**src/rtl/sparse_mac_pkg.sv**
```systemverilog
// Shared widths, bus types and comparator states for the sparse MAC datapath.
package sparse_mac_pkg;

    localparam int VALUE_W = 16;
    localparam int INDEX_W = 16;

    typedef logic [VALUE_W-1:0] value_bus_t;
    typedef logic [INDEX_W-1:0] index_bus_t;

    typedef enum logic [2:0] {
        IDLE,
        RUN,
        FLUSH,
        WAIT,
        DONE
    } cmp_state_t;

endpackage

```
**src/rtl/sparse_head_reg.sv**
```systemverilog
// One-entry holding register for a decoder token (index, value, terminator flag).
module sparse_head_reg
    import sparse_mac_pkg::*;
(
    input  logic       clk,
    input  logic       rst_n,
    input  logic       i_enable,
    input  logic       i_clear,
    input  logic       i_pop,
    input  logic       i_valid,
    input  logic       i_last,
    input  index_bus_t i_index,
    input  value_bus_t i_value,
    output logic       o_ready,
    output logic       o_head_valid,
    output logic       o_head_last,
    output index_bus_t o_head_index,
    output value_bus_t o_head_value
);

    logic       r_valid;
    logic       r_last;
    index_bus_t r_index;
    value_bus_t r_value;
    logic       w_load;

    // A popped head can be refilled in the same cycle, giving full streaming rate.
    assign o_ready = i_enable & (~r_valid | i_pop);
    assign w_load  = i_valid & o_ready;

    always_ff @(posedge clk or negedge rst_n) begin
        if (!rst_n) begin
            r_valid <= 1'b0;
            r_last  <= 1'b0;
            r_index <= '0;
            r_value <= '0;
        end else if (i_clear) begin
            r_valid <= 1'b0;
            r_last  <= 1'b0;
        end else if (w_load) begin
            r_valid <= 1'b1;
            r_last  <= i_last;
            r_index <= i_index;
            r_value <= i_value;
        end else if (i_pop) begin
            r_valid <= 1'b0;
        end
    end

    assign o_head_valid = r_valid;
    assign o_head_last  = r_last;
    assign o_head_index = r_index;
    assign o_head_value = r_value;

endmodule

```
**src/rtl/sparse_index_comparator.sv**
```systemverilog
// Intersects two index-sorted sparse streams and emits matched value pairs to the MAC.
// Optional index-order checking with order_err_o is built when SPARSE_CMP_CHECK_EN is defined.
module sparse_index_comparator
    import sparse_mac_pkg::*;
#(
    parameter int NUM_DECODERS = 2,
    parameter int DONE_LATENCY = 2
) (
    input  logic                           mac_clk,
    input  logic                           mac_rst,
    input  logic                           start_i,
    input  logic       [NUM_DECODERS-1:0]  dec_valid_i,
    output logic       [NUM_DECODERS-1:0]  dec_ready_o,
    input  logic       [NUM_DECODERS-1:0]  dec_last_i,
    input  index_bus_t [NUM_DECODERS-1:0]  dec_index_i,
    input  value_bus_t [NUM_DECODERS-1:0]  dec_value_i,
    output logic                           comparator_valid_o,
    output value_bus_t [NUM_DECODERS-1:0]  comparator_data_o,
    output logic                           comparator_done_o
`ifdef SPARSE_CMP_CHECK_EN
    ,
    output logic       [NUM_DECODERS-1:0]  order_err_o
`endif
);

    localparam int CNT_W = $clog2(DONE_LATENCY + 1) + 1;

    if (NUM_DECODERS != 2) begin : g_bad_cfg
        $error("sparse_index_comparator supports exactly two decoder streams");
    end

    cmp_state_t                     r_state;
    logic       [CNT_W-1:0]         r_waitCnt;
    logic       [NUM_DECODERS-1:0]  w_hv;
    logic       [NUM_DECODERS-1:0]  w_hl;
    logic       [NUM_DECODERS-1:0]  w_pop;
    logic       [NUM_DECODERS-1:0]  w_bad;
    logic       [NUM_DECODERS-1:0]  w_data;
    logic       [NUM_DECODERS-1:0]  w_good;
    logic       [NUM_DECODERS-1:0]  w_term;
    index_bus_t [NUM_DECODERS-1:0]  w_idx;
    value_bus_t [NUM_DECODERS-1:0]  w_val;
    logic                           w_enable;
    logic                           w_clear;
    logic                           w_match;

    assign w_enable = (r_state == RUN) || (r_state == FLUSH);
    assign w_clear  = start_i && ((r_state == IDLE) || (r_state == DONE));

    for (genvar k = 0; k < NUM_DECODERS; k++) begin : g_head
        sparse_head_reg u_head (
            .clk          (mac_clk),
            .rst_n        (mac_rst),
            .i_enable     (w_enable),
            .i_clear      (w_clear),
            .i_pop        (w_pop[k]),
            .i_valid      (dec_valid_i[k]),
            .i_last       (dec_last_i[k]),
            .i_index      (dec_index_i[k]),
            .i_value      (dec_value_i[k]),
            .o_ready      (dec_ready_o[k]),
            .o_head_valid (w_hv[k]),
            .o_head_last  (w_hl[k]),
            .o_head_index (w_idx[k]),
            .o_head_value (w_val[k])
        );
    end

    assign w_data = w_hv & ~w_hl;
    assign w_term = w_hv & w_hl;
    assign w_good = w_data & ~w_bad;

`ifdef SPARSE_CMP_CHECK_EN
    index_bus_t [NUM_DECODERS-1:0] r_lastIdx;
    logic       [NUM_DECODERS-1:0] r_seen;
    logic       [NUM_DECODERS-1:0] r_orderErr;

    always_comb begin
        w_bad = '0;
        for (int k = 0; k < NUM_DECODERS; k++) begin
            w_bad[k] = w_data[k] & r_seen[k] & (w_idx[k] <= r_lastIdx[k]);
        end
    end

    // Out-of-order heads are dropped and flagged; only accepted indices advance the reference.
    always_ff @(posedge mac_clk or negedge mac_rst) begin
        if (!mac_rst) begin
            r_lastIdx  <= '0;
            r_seen     <= '0;
            r_orderErr <= '0;
        end else if (w_clear) begin
            r_seen     <= '0;
            r_orderErr <= '0;
        end else begin
            for (int k = 0; k < NUM_DECODERS; k++) begin
                if (w_enable && w_data[k]) begin
                    if (w_bad[k]) begin
                        r_orderErr[k] <= 1'b1;
                    end else if (w_pop[k]) begin
                        r_seen[k]    <= 1'b1;
                        r_lastIdx[k] <= w_idx[k];
                    end
                end
            end
        end
    end

    assign order_err_o = r_orderErr;
`else
    assign w_bad = '0;
`endif

    always_comb begin
        w_pop   = '0;
        w_match = 1'b0;
        case (r_state)
            RUN: begin
                w_pop = w_data & w_bad;
                if (&w_good) begin
                    if (w_idx[0] == w_idx[1]) begin
                        w_match = 1'b1;
                        w_pop   = '1;
                    end else if (w_idx[0] < w_idx[1]) begin
                        w_pop[0] = 1'b1;
                    end else begin
                        w_pop[1] = 1'b1;
                    end
                end
            end
            FLUSH:   w_pop = w_data;
            default: w_pop = '0;
        endcase
    end

    // Terminators stay parked in their heads, which stalls that stream until the job restarts.
    always_ff @(posedge mac_clk or negedge mac_rst) begin
        if (!mac_rst) begin
            r_state            <= IDLE;
            r_waitCnt          <= '0;
            comparator_valid_o <= 1'b0;
            comparator_done_o  <= 1'b0;
            comparator_data_o  <= '0;
        end else begin
            comparator_valid_o <= w_match;
            if (w_match) begin
                comparator_data_o <= w_val;
            end
            case (r_state)
                IDLE: begin
                    if (start_i) r_state <= RUN;
                end
                RUN: begin
                    if (|w_term) r_state <= FLUSH;
                end
                FLUSH: begin
                    if (&w_term) begin
                        r_state   <= WAIT;
                        r_waitCnt <= '0;
                    end
                end
                WAIT: begin
                    if (comparator_valid_o) begin
                        r_waitCnt <= '0;
                    end else if ((DONE_LATENCY == 0) || (r_waitCnt == CNT_W'(DONE_LATENCY - 1))) begin
                        r_state           <= DONE;
                        comparator_done_o <= 1'b1;
                    end else begin
                        r_waitCnt <= r_waitCnt + CNT_W'(1);
                    end
                end
                DONE: begin
                    if (start_i) begin
                        r_state           <= RUN;
                        comparator_done_o <= 1'b0;
                    end
                end
                default: r_state <= IDLE;
            endcase
        end
    end

endmodule

```
**config.mk**
```make
export PLATFORM = sky130hd
export DESIGN_NAME = sparse_index_comparator
export DESIGN_NICKNAME = d
export VERILOG_FILES = /design/src/rtl/sparse_mac_pkg.sv /design/src/rtl/sparse_head_reg.sv /design/src/rtl/sparse_index_comparator.sv
export SDC_FILE = /design/constraint.sdc
export NUM_CORES = 1
export LEC_CHECK = 0
export ABC_AREA = 1
export BUFFER_PORTS_ARGS = -buffer_cell sky130_fd_sc_hd__buf_2
export CORE_UTILIZATION = 39
export DETAILED_ROUTE_END_ITERATION = 7
export SYNTH_ARGS = -nofsm -noshare
export SYNTH_HDL_FRONTEND = slang
export SYNTH_HIERARCHICAL = 1
export SYNTH_SLANG_ARGS = --single-unit
```
**constraint.sdc**
```tcl
create_clock -name mac_clk -period 4.2 [get_ports mac_clk]
set_input_delay 0.63 -clock mac_clk [delete_from_list [all_inputs] [get_ports mac_clk]]
set_output_delay 0.63 -clock mac_clk [all_outputs]
set_load 0.01 [all_outputs]
```
==> out/metrics.csv <==
stage,metric,value,unit
outcome,result of the run,"complete, no violations",
global_routing,residual overflow from global routing,0,
sta,clock period minus final worst setup slack,3.10,ns
synthesis,synth warn,6,
synthesis,sequential-to-total area share from yosys stat,53.7,%
finish,Filler cells,1282,
floorplan,Die X-Extent,116,microns
synthesis,number of flip-flops and latches in the synthesized netlist,108,
detailed_routing,number of detailed-routing iterations run before antenna repair,4,
finish,"leading cell type in the layout, fill and taps excluded",sky130_fd_sc_hd__nand2_1,
critical_path,Worst Path Arrival,2.47,ns
power,Int Pwr,0.00235,W
detailed_routing,"antenna viol nets, final",0,
sta,slew at the pin closest to its max-slew limit,0.932,ns
clock_network,Root Buffer Master,sky130_fd_sc_hd__clkbuf_16,
critical_path,WS Path Type,flop to primary output,
floorplan,Die Ht,116,microns
global_routing,number of global-route vias before repair,3978,
global_routing,total global-route track usage,18.9,%
sta,Final Setup Violations,0,
finish,"commonest cells after routing, fill and taps aside","sky130_fd_sc_hd__nand2_1 (264), sky130_fd_sc_hd__dfrtp_1 (108), sky130_fd_sc_hd__buf_2 (105), sky130_fd_sc_hd__nand4_1 (67), sky130_fd_sc_hd__inv_1 (33)",
power,Leakage,3.34,nW
detailed_routing,average wire per standard cell,13.9,microns
floorplan,number of primary I/O pins,107,
placement,final weighted congestion in routability-driven placement,0.854,
floorplan,Core Rows,41,
synthesis,Mean Syn Cell Area,8.55,sq um
global_routing,largest net degree at the start of global routing,62,
power,share of power burned in combinational logic,37.2,%
power,power density relative to cell area,658,mW/mm^2
placement,placed instance area,0.00561,sq mm
flow_run,number of max-cap violations,0,
clock_network,"CTS clk-pin slew, worst paths",0.07,ns
sta,summed negative setup slack over all endpoints,0,ns
floorplan,initial cell density of the core,39.9,%
clock_network,CTS tree,yes,
clock_network,cts repair resizes,0,
synthesis,net count after synthesis,678,
finish,Synth-to-Final Area Change,17.4,%
detailed_routing,count of unresolved DRC violations after routing,0,
critical_path,data required time of the critical path,3.57,ns
clock_network,number of clock sinks seen by CTS,108,
sta,"Slew Viols, Final",0,
clock_network,clk_lat worst skew,0.34,ns
sta,number of failing hold endpoints at the final stage,0,
finish,ant diodes,0,
power,switching power share of the total,39.6,%
clock_network,Post-CTS Setup Inserts,0,
floorplan,die outline area,0.0134,sq mm
floorplan,Placeable Area,0.0126,sq mm
power,Seq pwr share,40.9,%
placement,detailed-placement wirelength estimate,7.98,mm
detailed_routing,Initial DRC Count,322,
finish,sequential cell area in the final layout,0.00270,sq mm
sta,setup repair after global routing missed its margin,no,
synthesis,share of the synthesized area in the top cell type,53.7,%
synthesis,synth unique cells,27,
critical_path,crit path launch type,flop,
synthesis,post-synthesis instance total,589,
finish,final standard cell utilization of the core,46.8,%
finish,post-route cell area,0.00591,sq mm
detailed_routing,final WL,11.9,mm
detailed_routing,vias per inst,4.86,
power,Max rail drop VDD,349,uV
power,net switching power,0.00154,W
clock_network,H-tree lvl count,3,
finish,Total Nets Final,767,
synthesis,largest cells by area after synthesis,"sky130_fd_sc_hd__dfrtp_1 (54%), sky130_fd_sc_hd__nand2_1 (20%), sky130_fd_sc_hd__nand4_1 (8.3%), sky130_fd_sc_hd__ha_1 (4.5%), sky130_fd_sc_hd__inv_1 (2.5%)",
clock_network,TritonCTS buffer count,9,
clock_network,hold buffer count at cts,0,
global_routing,antenna violations before repair,0,
global_routing,first-pass GRT wire length,19.7,mm
worst_hold_path,Hold Path Class,input port to async pin,
critical_path,maximum fanout along the worst path,34,
synthesis,biggest area consumer among synthesized cells,sky130_fd_sc_hd__dfrtp_1,
detailed_routing,via count,4152,
sta,Fin Clk Skew,0.00977,ns
power,clock group share of total power,22.0,%
sta,highest achievable clock rate,0.323,GHz
finish,share of final-layout standard cells stronger than drive strength 1,20.5,%
sta,normalized max-slew margin,37.7,%
synthesis,synthesized area,0.00503,sq mm
sta,portion of the clock cycle consumed by the worst path in the final layout,73.7,%
clock_network,number of buffers between clock root and the deepest sink,2,
finish,total area of multi-input combinational cells,0.00198,sq mm
placement,count of buffers inserted at the top-level ports,106,
critical_path,crit path capture type,primary output,
path summary, 6_finish.rpt:
kind	from	endpoint	slack [ns]	cells past startpoint
min in group mac_clk	g_head[0].u_head/o_head_value[15]	comparator_data_o[15]	0.47	2
min reg2reg	g_head[0].u_head/o_head_value[15]	comparator_data_o[15]	0.47	2
max in group asynchronous	mac_rst	g_head[1].u_head/o_head_last	2.94	2
max reg2reg	g_head[0].u_head/o_head_index[7]	g_head[0].u_head/o_head_value[8]	1.43	12
min	mac_rst	comparator_data_o[3]	0.36	1
max	g_head[0].u_head/o_head_index[7]	dec_ready_o[1]	1.10	11
power by group through the flow:
stage               Sequential, W  Clock, W  Combinational, W
finish                    0.00159  0.000854           0.00144
global route              0.00163  0.000922           0.00169
CTS                       0.00159  0.000882           0.00146
detailed placement        0.00160         0           0.00145
global placement          0.00159         0           0.00140
floorplan                 0.00155         0           0.00119
sequential cells by signal (all words and copies together) (netlist names):
| signal | flops |
|---|---|
| comparator_data_o | 32 |
| g_head.u_head/o_head_index | 32 |
| g_head.u_head/o_head_value | 32 |
| r_state | 3 |
| r_waitCnt | 3 |
| g_head.u_head/o_head_last | 2 |
| g_head.u_head/o_head_valid | 2 |
| comparator_done_o | 1 |
| comparator_valid_o | 1 |
through the flow:
step / cells / setup slack [ns] / power [W] / hold slack [ns]
after global placement: 839 / 1.49 / 0.00299 / 0.452
final: 855 / 1.10 / 0.00389 / 0.364
after detailed placement: 839 / 1.47 / 0.00305 / 0.454
after CTS: 855 / 1.12 / 0.00393 / 0.392
after floorplan: 589 / 1.90 / 0.00274 / 0.334
after global routing: 855 / 0.942 / 0.00424 / 0.435
layer usage:
layer / up-vias / GRT usage [%] / share of wire, %
met2: 104 / 29.5 / 46
met3: 13 / 3.19 / 3.9
met5: - / 0 / 0
met1: 1938 / 27.3 / 49
met4: 0 / 4.94 / 1.4
li1: 2097 / - / -
worst max-delay path: stages, from the launching register on:
cell	delay, ns
sky130_fd_sc_hd__dfrtp_1	0.41
sky130_fd_sc_hd__ha_1	0.31
sky130_fd_sc_hd__nand2_1	0.07
sky130_fd_sc_hd__nor2_1	0.20
sky130_fd_sc_hd__nand2_1	0.08
sky130_fd_sc_hd__nor3_1	0.22
sky130_fd_sc_hd__nor2_1	0.07
sky130_fd_sc_hd__nand2_1	0.07
sky130_fd_sc_hd__inv_1	0.07
sky130_fd_sc_hd__a21oi_4	0.11
sky130_fd_sc_hd__buf_4	0.33
sky130_fd_sc_hd__buf_2	0.20
cell families after synthesis:
logic type                 share of synthesized area (%)
AOI/OAI and AO/OA                                   2.71
adders and majority gates                           4.47
buffers and inverters                               7.01
DFF                                                 53.7
muxes                                              0.199
and+or+nand+nor                                     31.9
Yosys cell counts (all sizes together):
| library cell | count |
|---|---|
| nand2 | 265 |
| dfrtp | 108 |
| nand4 | 69 |
| inv | 39 |
| buf | 20 |
| nor2 | 19 |
| ha | 18 |
| clkbuf | 12 |
| a21oi | 11 |
| nand3 | 9 |
| o21ai | 6 |
| nor3 | 4 |
| a21o | 1 |
| clkinv | 1 |
| mux2i | 1 |
| nand3b | 1 |
| nor3b | 1 |
| nor4 | 1 |
| o21bai | 1 |
| o22ai | 1 |
| o31ai | 1 |
area by class of cell:
cell class,instances,area share (%)
inverter,40,2.56
tap,172,3.64
clock buffer,9,3.81
clock inverter,7,1.29
timing repair buffer,110,9.52
sequential,108,45.7
multi-input combinational,409,33.5
Note: power is estimated with default switching activity, not from simulation.
